**config.mk**
```make
export PLATFORM = sky130hd
export DESIGN_NAME = finger_region_counter_flat
export DESIGN_NICKNAME = d
export VERILOG_FILES = /design/src/rtl/finger_pkg.sv /design/src/rtl/finger_region_counter_if.sv /design/src/rtl/region_accumulator.sv /design/src/rtl/finger_region_counter.sv /design/src/flat_wrapper.sv
export SDC_FILE = /design/constraint.sdc
export NUM_CORES = 1
export LEC_CHECK = 0
export CAP_MARGIN = 20
export CORE_AREA = 3 3 203 205
export DETAILED_ROUTE_END_ITERATION = 12
export DIE_AREA = 0 0 206 208
export PLACE_DENSITY = 0.77
export SLEW_MARGIN = 0
export SYNTH_ARGS = -nofsm -noshare
export SYNTH_HDL_FRONTEND = slang
export SYNTH_HIERARCHICAL = 1
export SYNTH_SLANG_ARGS = --single-unit
export TNS_END_PERCENT = 50
```
**constraint.sdc**
```tcl
create_clock -name clk -period 2.85 [get_ports clk]
set_clock_uncertainty 0.1 [all_clocks]
set_input_delay 0.4275 -clock clk [delete_from_list [all_inputs] [get_ports clk]]
set_output_delay 0.4275 -clock clk [all_outputs]
set_load 0.02 [all_outputs]
```
**src/rtl/finger_pkg.sv**
```systemverilog
// Shared types and defaults for the finger region counter.
package finger_pkg;
   localparam int COORD_W_DEF = 8;
   localparam int CNT_W_DEF   = 12;

   localparam int THUMB  = 0;
   localparam int INDEX  = 1;
   localparam int MIDDLE = 2;
   localparam int RING   = 3;
   localparam int PINKY  = 4;

   typedef enum logic [1:0] {IDLE, SCAN, REPORT} state_t;
endpackage

```
**src/rtl/finger_region_counter_if.sv**
```systemverilog
// Pixel stream, box bounds and report bus of the finger region counter.
interface finger_region_counter_if
   import finger_pkg::*;
#(
   parameter int N_REGIONS = 5,
   parameter int COORD_W   = COORD_W_DEF,
   parameter int CNT_W     = CNT_W_DEF
);
   logic                         pix_valid;
   logic                         pix_data;
   logic                         pix_sof;
   logic                         palm_valid;
   logic [N_REGIONS*COORD_W-1:0] box_row_lo;
   logic [N_REGIONS*COORD_W-1:0] box_row_hi;
   logic [N_REGIONS*COORD_W-1:0] box_col_lo;
   logic [N_REGIONS*COORD_W-1:0] box_col_hi;
   logic [CNT_W-1:0]             cfg_thresh;
   logic [N_REGIONS*CNT_W-1:0]   region_count;
   logic [N_REGIONS-1:0]         region_status;
   logic                         status_valid;
   logic                         sync_err;

   modport master (
      output pix_valid, pix_data, pix_sof, palm_valid,
      output box_row_lo, box_row_hi, box_col_lo, box_col_hi, cfg_thresh,
      input  region_count, region_status, status_valid, sync_err
   );

   modport slave (
      input  pix_valid, pix_data, pix_sof, palm_valid,
      input  box_row_lo, box_row_hi, box_col_lo, box_col_hi, cfg_thresh,
      output region_count, region_status, status_valid, sync_err
   );
endinterface

```
**src/rtl/region_accumulator.sv**
```systemverilog
// One box: shadow bounds latched at frame start, inclusive window test,
// saturating white-pixel counter and open/closed threshold compare.
module region_accumulator
   import finger_pkg::*;
#(
   parameter int COORD_W = COORD_W_DEF,
   parameter int CNT_W   = CNT_W_DEF
) (
   input  logic               clk,
   input  logic               rst,
   input  logic               start,
   input  logic               en,
   input  logic [COORD_W-1:0] row,
   input  logic [COORD_W-1:0] col,
   input  logic [COORD_W-1:0] row_lo_in,
   input  logic [COORD_W-1:0] row_hi_in,
   input  logic [COORD_W-1:0] col_lo_in,
   input  logic [COORD_W-1:0] col_hi_in,
   input  logic [CNT_W-1:0]   thresh_in,
   output logic [CNT_W-1:0]   count,
   output logic               is_open
);
   logic [COORD_W-1:0] row_lo, row_hi, col_lo, col_hi;
   logic [COORD_W-1:0] rlo_e, rhi_e, clo_e, chi_e;
   logic [CNT_W-1:0]   thresh;
   logic               hit;

   // The sof pixel is judged against the bounds being latched on that same beat.
   assign rlo_e = start ? row_lo_in : row_lo;
   assign rhi_e = start ? row_hi_in : row_hi;
   assign clo_e = start ? col_lo_in : col_lo;
   assign chi_e = start ? col_hi_in : col_hi;

   assign hit = en && (row >= rlo_e) && (row <= rhi_e) && (col >= clo_e) && (col <= chi_e);

   always_ff @(posedge clk or posedge rst) begin
      if (rst) begin
         row_lo <= '0;
         row_hi <= '0;
         col_lo <= '0;
         col_hi <= '0;
         thresh <= '0;
         count  <= '0;
      end else if (start) begin
         row_lo <= row_lo_in;
         row_hi <= row_hi_in;
         col_lo <= col_lo_in;
         col_hi <= col_hi_in;
         thresh <= thresh_in;
         count  <= hit ? CNT_W'(1) : '0;
      end else if (hit && (count != '1)) begin
         count <= count + CNT_W'(1);
      end
   end

   assign is_open = count > thresh;
endmodule

```
**src/rtl/finger_region_counter.sv**
```systemverilog
// Frame FSM, raster position tracking and sof sync check around an array of
// per-box accumulators; reports counts and open status once per frame.
module finger_region_counter
   import finger_pkg::*;
#(
   parameter int IMG_W     = 120,
   parameter int IMG_H     = 160,
   parameter int COORD_W   = COORD_W_DEF,
   parameter int CNT_W     = CNT_W_DEF,
   parameter int N_REGIONS = 5
) (
   input logic                    clk,
   input logic                    rst,
   finger_region_counter_if.slave bus
);
   state_t                              state, state_nxt;
   logic [COORD_W-1:0]                  row, col, pos_row, pos_col;
   logic                                armed, sof, beat, is_last, en;
   logic                                do_report, err;
   logic [N_REGIONS-1:0][CNT_W-1:0]     counts;
   logic [N_REGIONS-1:0]                opens;

   assign sof     = bus.pix_valid & bus.pix_sof;
   assign beat    = bus.pix_valid & (bus.pix_sof | (state == SCAN));
   assign pos_row = bus.pix_sof ? '0 : row;
   assign pos_col = bus.pix_sof ? '0 : col;
   assign is_last = (pos_row == COORD_W'(IMG_H - 1)) && (pos_col == COORD_W'(IMG_W - 1));
   assign en      = beat & bus.pix_data & (bus.pix_sof ? bus.palm_valid : armed);

   always_ff @(posedge clk or posedge rst) begin
      if (rst) state <= IDLE;
      else     state <= state_nxt;
   end

   always_comb begin
      state_nxt = state;
      unique case (state)
         IDLE:    if (sof) state_nxt = is_last ? REPORT : SCAN;
         SCAN:    if (beat && is_last) state_nxt = REPORT;
         REPORT:  state_nxt = sof ? (is_last ? REPORT : SCAN) : IDLE;
         default: state_nxt = IDLE;
      endcase
   end

   always_comb begin
      do_report = (state == REPORT);
      err       = (state == SCAN) && sof;
   end

   always_ff @(posedge clk or posedge rst) begin
      if (rst) begin
         row   <= '0;
         col   <= '0;
         armed <= 1'b0;
      end else if (beat) begin
         if (sof) armed <= bus.palm_valid;
         if (pos_col == COORD_W'(IMG_W - 1)) begin
            col <= '0;
            row <= is_last ? '0 : pos_row + COORD_W'(1);
         end else begin
            col <= pos_col + COORD_W'(1);
            row <= pos_row;
         end
      end
   end

   // Counts sampled here are pre-clear even when a new sof lands in REPORT.
   always_ff @(posedge clk or posedge rst) begin
      if (rst) begin
         bus.region_count  <= '0;
         bus.region_status <= '0;
         bus.status_valid  <= 1'b0;
         bus.sync_err      <= 1'b0;
      end else begin
         bus.status_valid <= do_report;
         bus.sync_err     <= err;
         if (do_report) begin
            bus.region_count  <= counts;
            bus.region_status <= opens;
         end
      end
   end

   for (genvar i = 0; i < N_REGIONS; i++) begin : g_reg
      region_accumulator #(.COORD_W(COORD_W), .CNT_W(CNT_W)) u_acc (
         .clk       (clk),
         .rst       (rst),
         .start     (sof),
         .en        (en),
         .row       (pos_row),
         .col       (pos_col),
         .row_lo_in (bus.box_row_lo[i*COORD_W +: COORD_W]),
         .row_hi_in (bus.box_row_hi[i*COORD_W +: COORD_W]),
         .col_lo_in (bus.box_col_lo[i*COORD_W +: COORD_W]),
         .col_hi_in (bus.box_col_hi[i*COORD_W +: COORD_W]),
         .thresh_in (bus.cfg_thresh),
         .count     (counts[i]),
         .is_open   (opens[i])
      );
   end
endmodule

```
**src/flat_wrapper.sv**
```systemverilog
// flat-port wrapper written by rule: the top's interface ports become plain ports
module finger_region_counter_flat import finger_pkg::*;
#(
   parameter int IMG_W     = 120,
   parameter int IMG_H     = 160,
   parameter int COORD_W   = COORD_W_DEF,
   parameter int CNT_W     = CNT_W_DEF,
   parameter int N_REGIONS = 5
)
  (clk, rst, bus_pix_valid, bus_pix_data, bus_pix_sof, bus_palm_valid, bus_box_row_lo, bus_box_row_hi, bus_box_col_lo, bus_box_col_hi, bus_cfg_thresh, bus_region_count, bus_region_status, bus_status_valid, bus_sync_err);
  finger_region_counter_if #(.N_REGIONS(N_REGIONS), .COORD_W(COORD_W), .CNT_W(CNT_W)) bus_i ();
  input logic clk;
  input logic rst;
  input wire logic [$bits(bus_i.pix_valid)-1:0] bus_pix_valid;
  input wire logic [$bits(bus_i.pix_data)-1:0] bus_pix_data;
  input wire logic [$bits(bus_i.pix_sof)-1:0] bus_pix_sof;
  input wire logic [$bits(bus_i.palm_valid)-1:0] bus_palm_valid;
  input wire logic [$bits(bus_i.box_row_lo)-1:0] bus_box_row_lo;
  input wire logic [$bits(bus_i.box_row_hi)-1:0] bus_box_row_hi;
  input wire logic [$bits(bus_i.box_col_lo)-1:0] bus_box_col_lo;
  input wire logic [$bits(bus_i.box_col_hi)-1:0] bus_box_col_hi;
  input wire logic [$bits(bus_i.cfg_thresh)-1:0] bus_cfg_thresh;
  output wire logic [$bits(bus_i.region_count)-1:0] bus_region_count;
  output wire logic [$bits(bus_i.region_status)-1:0] bus_region_status;
  output wire logic [$bits(bus_i.status_valid)-1:0] bus_status_valid;
  output wire logic [$bits(bus_i.sync_err)-1:0] bus_sync_err;
  assign bus_i.pix_valid = bus_pix_valid;
  assign bus_i.pix_data = bus_pix_data;
  assign bus_i.pix_sof = bus_pix_sof;
  assign bus_i.palm_valid = bus_palm_valid;
  assign bus_i.box_row_lo = bus_box_row_lo;
  assign bus_i.box_row_hi = bus_box_row_hi;
  assign bus_i.box_col_lo = bus_box_col_lo;
  assign bus_i.box_col_hi = bus_box_col_hi;
  assign bus_i.cfg_thresh = bus_cfg_thresh;
  assign bus_region_count = bus_i.region_count;
  assign bus_region_status = bus_i.region_status;
  assign bus_status_valid = bus_i.status_valid;
  assign bus_sync_err = bus_i.sync_err;
  finger_region_counter #(.IMG_W(IMG_W), .IMG_H(IMG_H), .COORD_W(COORD_W), .CNT_W(CNT_W), .N_REGIONS(N_REGIONS)) u_core (.clk(clk), .rst(rst), .bus(bus_i));
endmodule
```
==> results by group <==
Clock network
  – CTS buffer count: 41
  – Clk slew on worst S/H paths: ~0.06 ns
  – Clock sinks: 366
  – Longest Clk Path Bufs: 3
  – H-tree depth: 2
  – CTS root buf: clkbuf_16
  – TritonCTS clock tree: built
  – Clock Latency Late Sink: between 0.5 and 0.6 ns

STA
  – Normalized max-slew margin: 38.0%
  – Hold slack: slightly below 0.2 ns
  – RSZ-0062 raised after global routing: yes
  – Final worst slack: -0.144 ns
  – Tcrit/Tclk final: 105%
  – TNS Setup: -0.869 ns
  – Max Transition Viols Final: 0
  – Fin. Hold Viols: 0
  – Min Tclk post-route: 2.99 ns
  – Achievable frequency: 334 MHz
  – Slew @ Worst Pin: ~0.93 ns
  – Endpoints failing setup: 16

Logic synthesis
  – Mean Syn Cell Area: approximately 11 sq um
  – Commonest cells in the netlist: dfrtp_1 (366), ha_1 (227), inv_1 (226)
  – Number of synthesized flops with an enable pin: 0
  – Synth async-reset ratio: between 90% and 100%
  – Seq/Total Area, Yosys: approximately 45%
  – Most common cell in the netlist: dfrtp_1
  – Post-synth top flop: dfrtp_1
  – Net Count, Synth: between 2000 and 2500
  – Synth Register Bits: ~370
  – Synth top area cells: dfrtp_1 (45%), ha_1 (14%), mux2i_1 (7.1%)
  – Post-Syn Area: about 20000 sq um
  – Yosys Warn Count: 6
  – Gate Count Post-Synth: about 1900
  – Synth top area share: between 40% and 50%
  – Yosys cell types: a little under 90
  – Cell taking the most area after synthesis: dfrtp_1

Routing
  – Routed wire per std cell: about 20 um
  – Via density per instance: approximately 5.6
  – DR pass1 iterations: 5
  – 1st-iter DRT viols: 1018
  – DRC viols: 0
  – Post-DRT Antenna Nets: 0
  – Vias: 16800
  – Final WL: between 50000 and 60000 um

Placed design
  – Placement Setup Slack: -1.18 ns
  – Final GP Congestion: 0.872
  – DP Wirelength: around 40000 um
  – Placed cell area: ~25000 sq um
  – Post-Place Cells: ~2800
  – IO buf count: 244

Finish
  – Fraction of layout cells with a size suffix above 1: 23.9%
  – Nets@finish: roughly 2800
  – Final std cells w/o fill: between 2000 and 3000
  – Final core occ: a little over two thirds
  – Post-Layout Inst Area: between 20000 and 30000 sq um
  – Layout Area Growth over Synthesis: 36.1%
  – Fillers: ~2700

Worst setup path
  – Slowest stage delay, CP: approximately 0.37 ns
  – Worst Setup EP: u_core/g_reg[1].u_acc/count[8]$_DFFE_PP0P_
  – Critical path type: in -> reg
  – CP Cell Sequence: buf_12 > nand2_8 > clkinv_16 > buf_12 > buf_12 > buf_8 > buf_6 > mux2i_4 > ha_1 > nand4_1 > o31a_1 > a311oi_4 > nand3_2 > buf_6 > or3_4 > a21oi_2
  – Crit-path slowest cell: o31a_1
  – Setup crit start kind: input pin
  – RR Endpoint: u_core/g_reg[3].u_acc/count[3]$_DFFE_PP0P_
  – Reg2reg setup slack: -0.05 ns
  – CP Max Fanout: 6
  – Reg2Reg Launch Point: u_core/row[2]$_DFFE_PP0N_
  – Worst setup EP type: flop
  – Required time of the critical path: 3.24 ns
  – CP Depth: 16
  – Setup crit start: bus_pix_sof
  – Worst path most repeated cell: buf_12
  – Bufs and invs on worst path: 7
  – Worst r2r path cells: 10
  – CP arrival: ~3.4 ns
  – Delay-heaviest family, CP: buffers and inverters

Power and ir drop
  – Worst VDD drop: around 0.46 mV
  – Clk pwr share: between 30% and 40%
  – Sw power: roughly 3.7 mW
  – Total Power: 14.2 mW
  – Sequential power share: 40.9%
  – Int Pwr: roughly 10 mW
  – Sw frac: a little over a quarter
  – Comb pwr share: 19.2%
  – Pwr Density: just over 500 nW/um^2
  – Leakage power: between 10 and 15 nW

Floorplanning
  – Die extent in x: between 200 and 250 um
  – Die Height: about 210 um
  – Die ar.: 42800 sq um
  – # IOs: 245
  – Placement Rows: 73
  – Core area: between 30000 and 40000 sq um
  – Initial Utilization: between 50% and 60%

GRT
  – Initial antenna violation count: 11
  – Vias in the first global route: 17100
  – Global-route wire length before repair: roughly 89000 um
  – Gr ovfl total: 0
  – Total GRT Usage: 25.9%
  – Largest net degree at the start of global routing: 97

Run status
  – Failing checks: setup timing
  – Status: finished, violations left

Min path
  – Hold/Removal Path Class: in -> reg

Flow run
  – Max-Cap Viols: 0
==> routing by layer <==
metal | share of wire, % | vias up | global-route usage [%]
li1 | - | 7819 | -
met1 | 40 | 8163 | 32.5
met2 | 49 | 588 | 43.5
met3 | 5.9 | 188 | 5.10
met4 | 5.0 | 12 | 11.0
met5 | 0.15 | - | 0
==> power groups by stage <==
stage | Sequential [mW] | Combinational [mW] | Clock (mW)
after floorplan | 5.84 | 1.39 | 0
after global routing | 5.85 | 3.02 | 5.99
final | 5.81 | 2.73 | 5.67
after global placement | 5.86 | 2.28 | 0
after CTS | 5.80 | 2.53 | 5.78
after detailed placement | 5.88 | 2.40 | 0
==> final cells by class <==
| type | instances | area [sq um] | share of cell area (%) |
|---|---|---|---|
| Clock buffer | 54 | 1160 | 4.16 |
| Inverter | 226 | 876 | 3.15 |
| Clock inverter | 17 | 273 | 0.980 |
| Timing Repair Buffer | 509 | 4860 | 17.5 |
| Antenna cell | 6 | 15.0 | 0.0539 |
| Sequential cell | 366 | 9160 | 32.9 |
| Tap cell | 525 | 657 | 2.36 |
| Multi-Input combinational cell | 1274 | 10800 | 38.9 |
==> cells by family (layout without fill, tap and decap cells) <==
logic type / Yosys count / in the layout / share of synthesized area (%)
muxes: 244 / 244 / 12.5
xor gates and xnor gates: 4 / 4 / 0.171
and+or+nand+nor: 446 / 446 / 12.3
AOI/OAI and AO/OA: 353 / 353 / 10.6
buffers and inverters: 289 / 806 / 5.74
DFF: 366 / 366 / 44.8
adders and majority gates: 227 / 227 / 13.9
other: 0 / 6 / 0
==> layout by cell type (no fill, tap or decap), types with 51 or more instances in the layout <==
cell type / instances
clkdlybuf4s50_1: 242
mux2_2: 91
a21oi_1: 96
dfrtp_1: 366
ha_1: 215
nand2_1: 117
mux2i_1: 119
buf_4: 218
nand4_1: 51
inv_1: 217
o21ai_0: 96
==> worst min-delay path by stage <==
stage | startpoint | cells after the start | slack [ns] | end
floorplan | u_core/col[1]$_DFFE_PP0N_ | 2 | 0.35 | u_core/col[1]$_DFFE_PP0N_
global placement | u_core/col[1]$_DFFE_PP0N_ | 2 | 0.37 | u_core/col[1]$_DFFE_PP0N_
CTS | bus_pix_valid | 4 | 0.20 | u_core/col[0]$_DFFE_PP0N_
detailed placement | u_core/col[1]$_DFFE_PP0N_ | 2 | 0.37 | u_core/col[1]$_DFFE_PP0N_
global route | bus_pix_valid | 4 | 0.21 | u_core/col[0]$_DFFE_PP0N_
finish | bus_pix_valid | 4 | 0.19 | u_core/col[0]$_DFFE_PP0N_
==> tightest hold or removal path, stage by stage <==
cell	delay (ns)
buf_6	0.11
buf_4	0.15
nor2_1	0.08
a21oi_1	0.04
==> state kept, by name, summed over array words and instances, names as in the netlist, 40 cells and up <==
signal and cells:
u_core/bus.region_count 60, u_core/g.u_acc/col_lo 40, u_core/g.u_acc/count 60, u_core/g.u_acc/col_hi 40, u_core/g.u_acc/row_hi 40, u_core/g.u_acc/row_lo 40, u_core/g.u_acc/thresh 60
==> what timing repair did <==
item	in CTS	in global routing
cloned	0	2
resized for setup	72	129
buffers inserted	28	33
pin swaps	22	56
hold buffers	0	0
setup endpoints to repair	60	52
(Power assumes the default switching activity.)
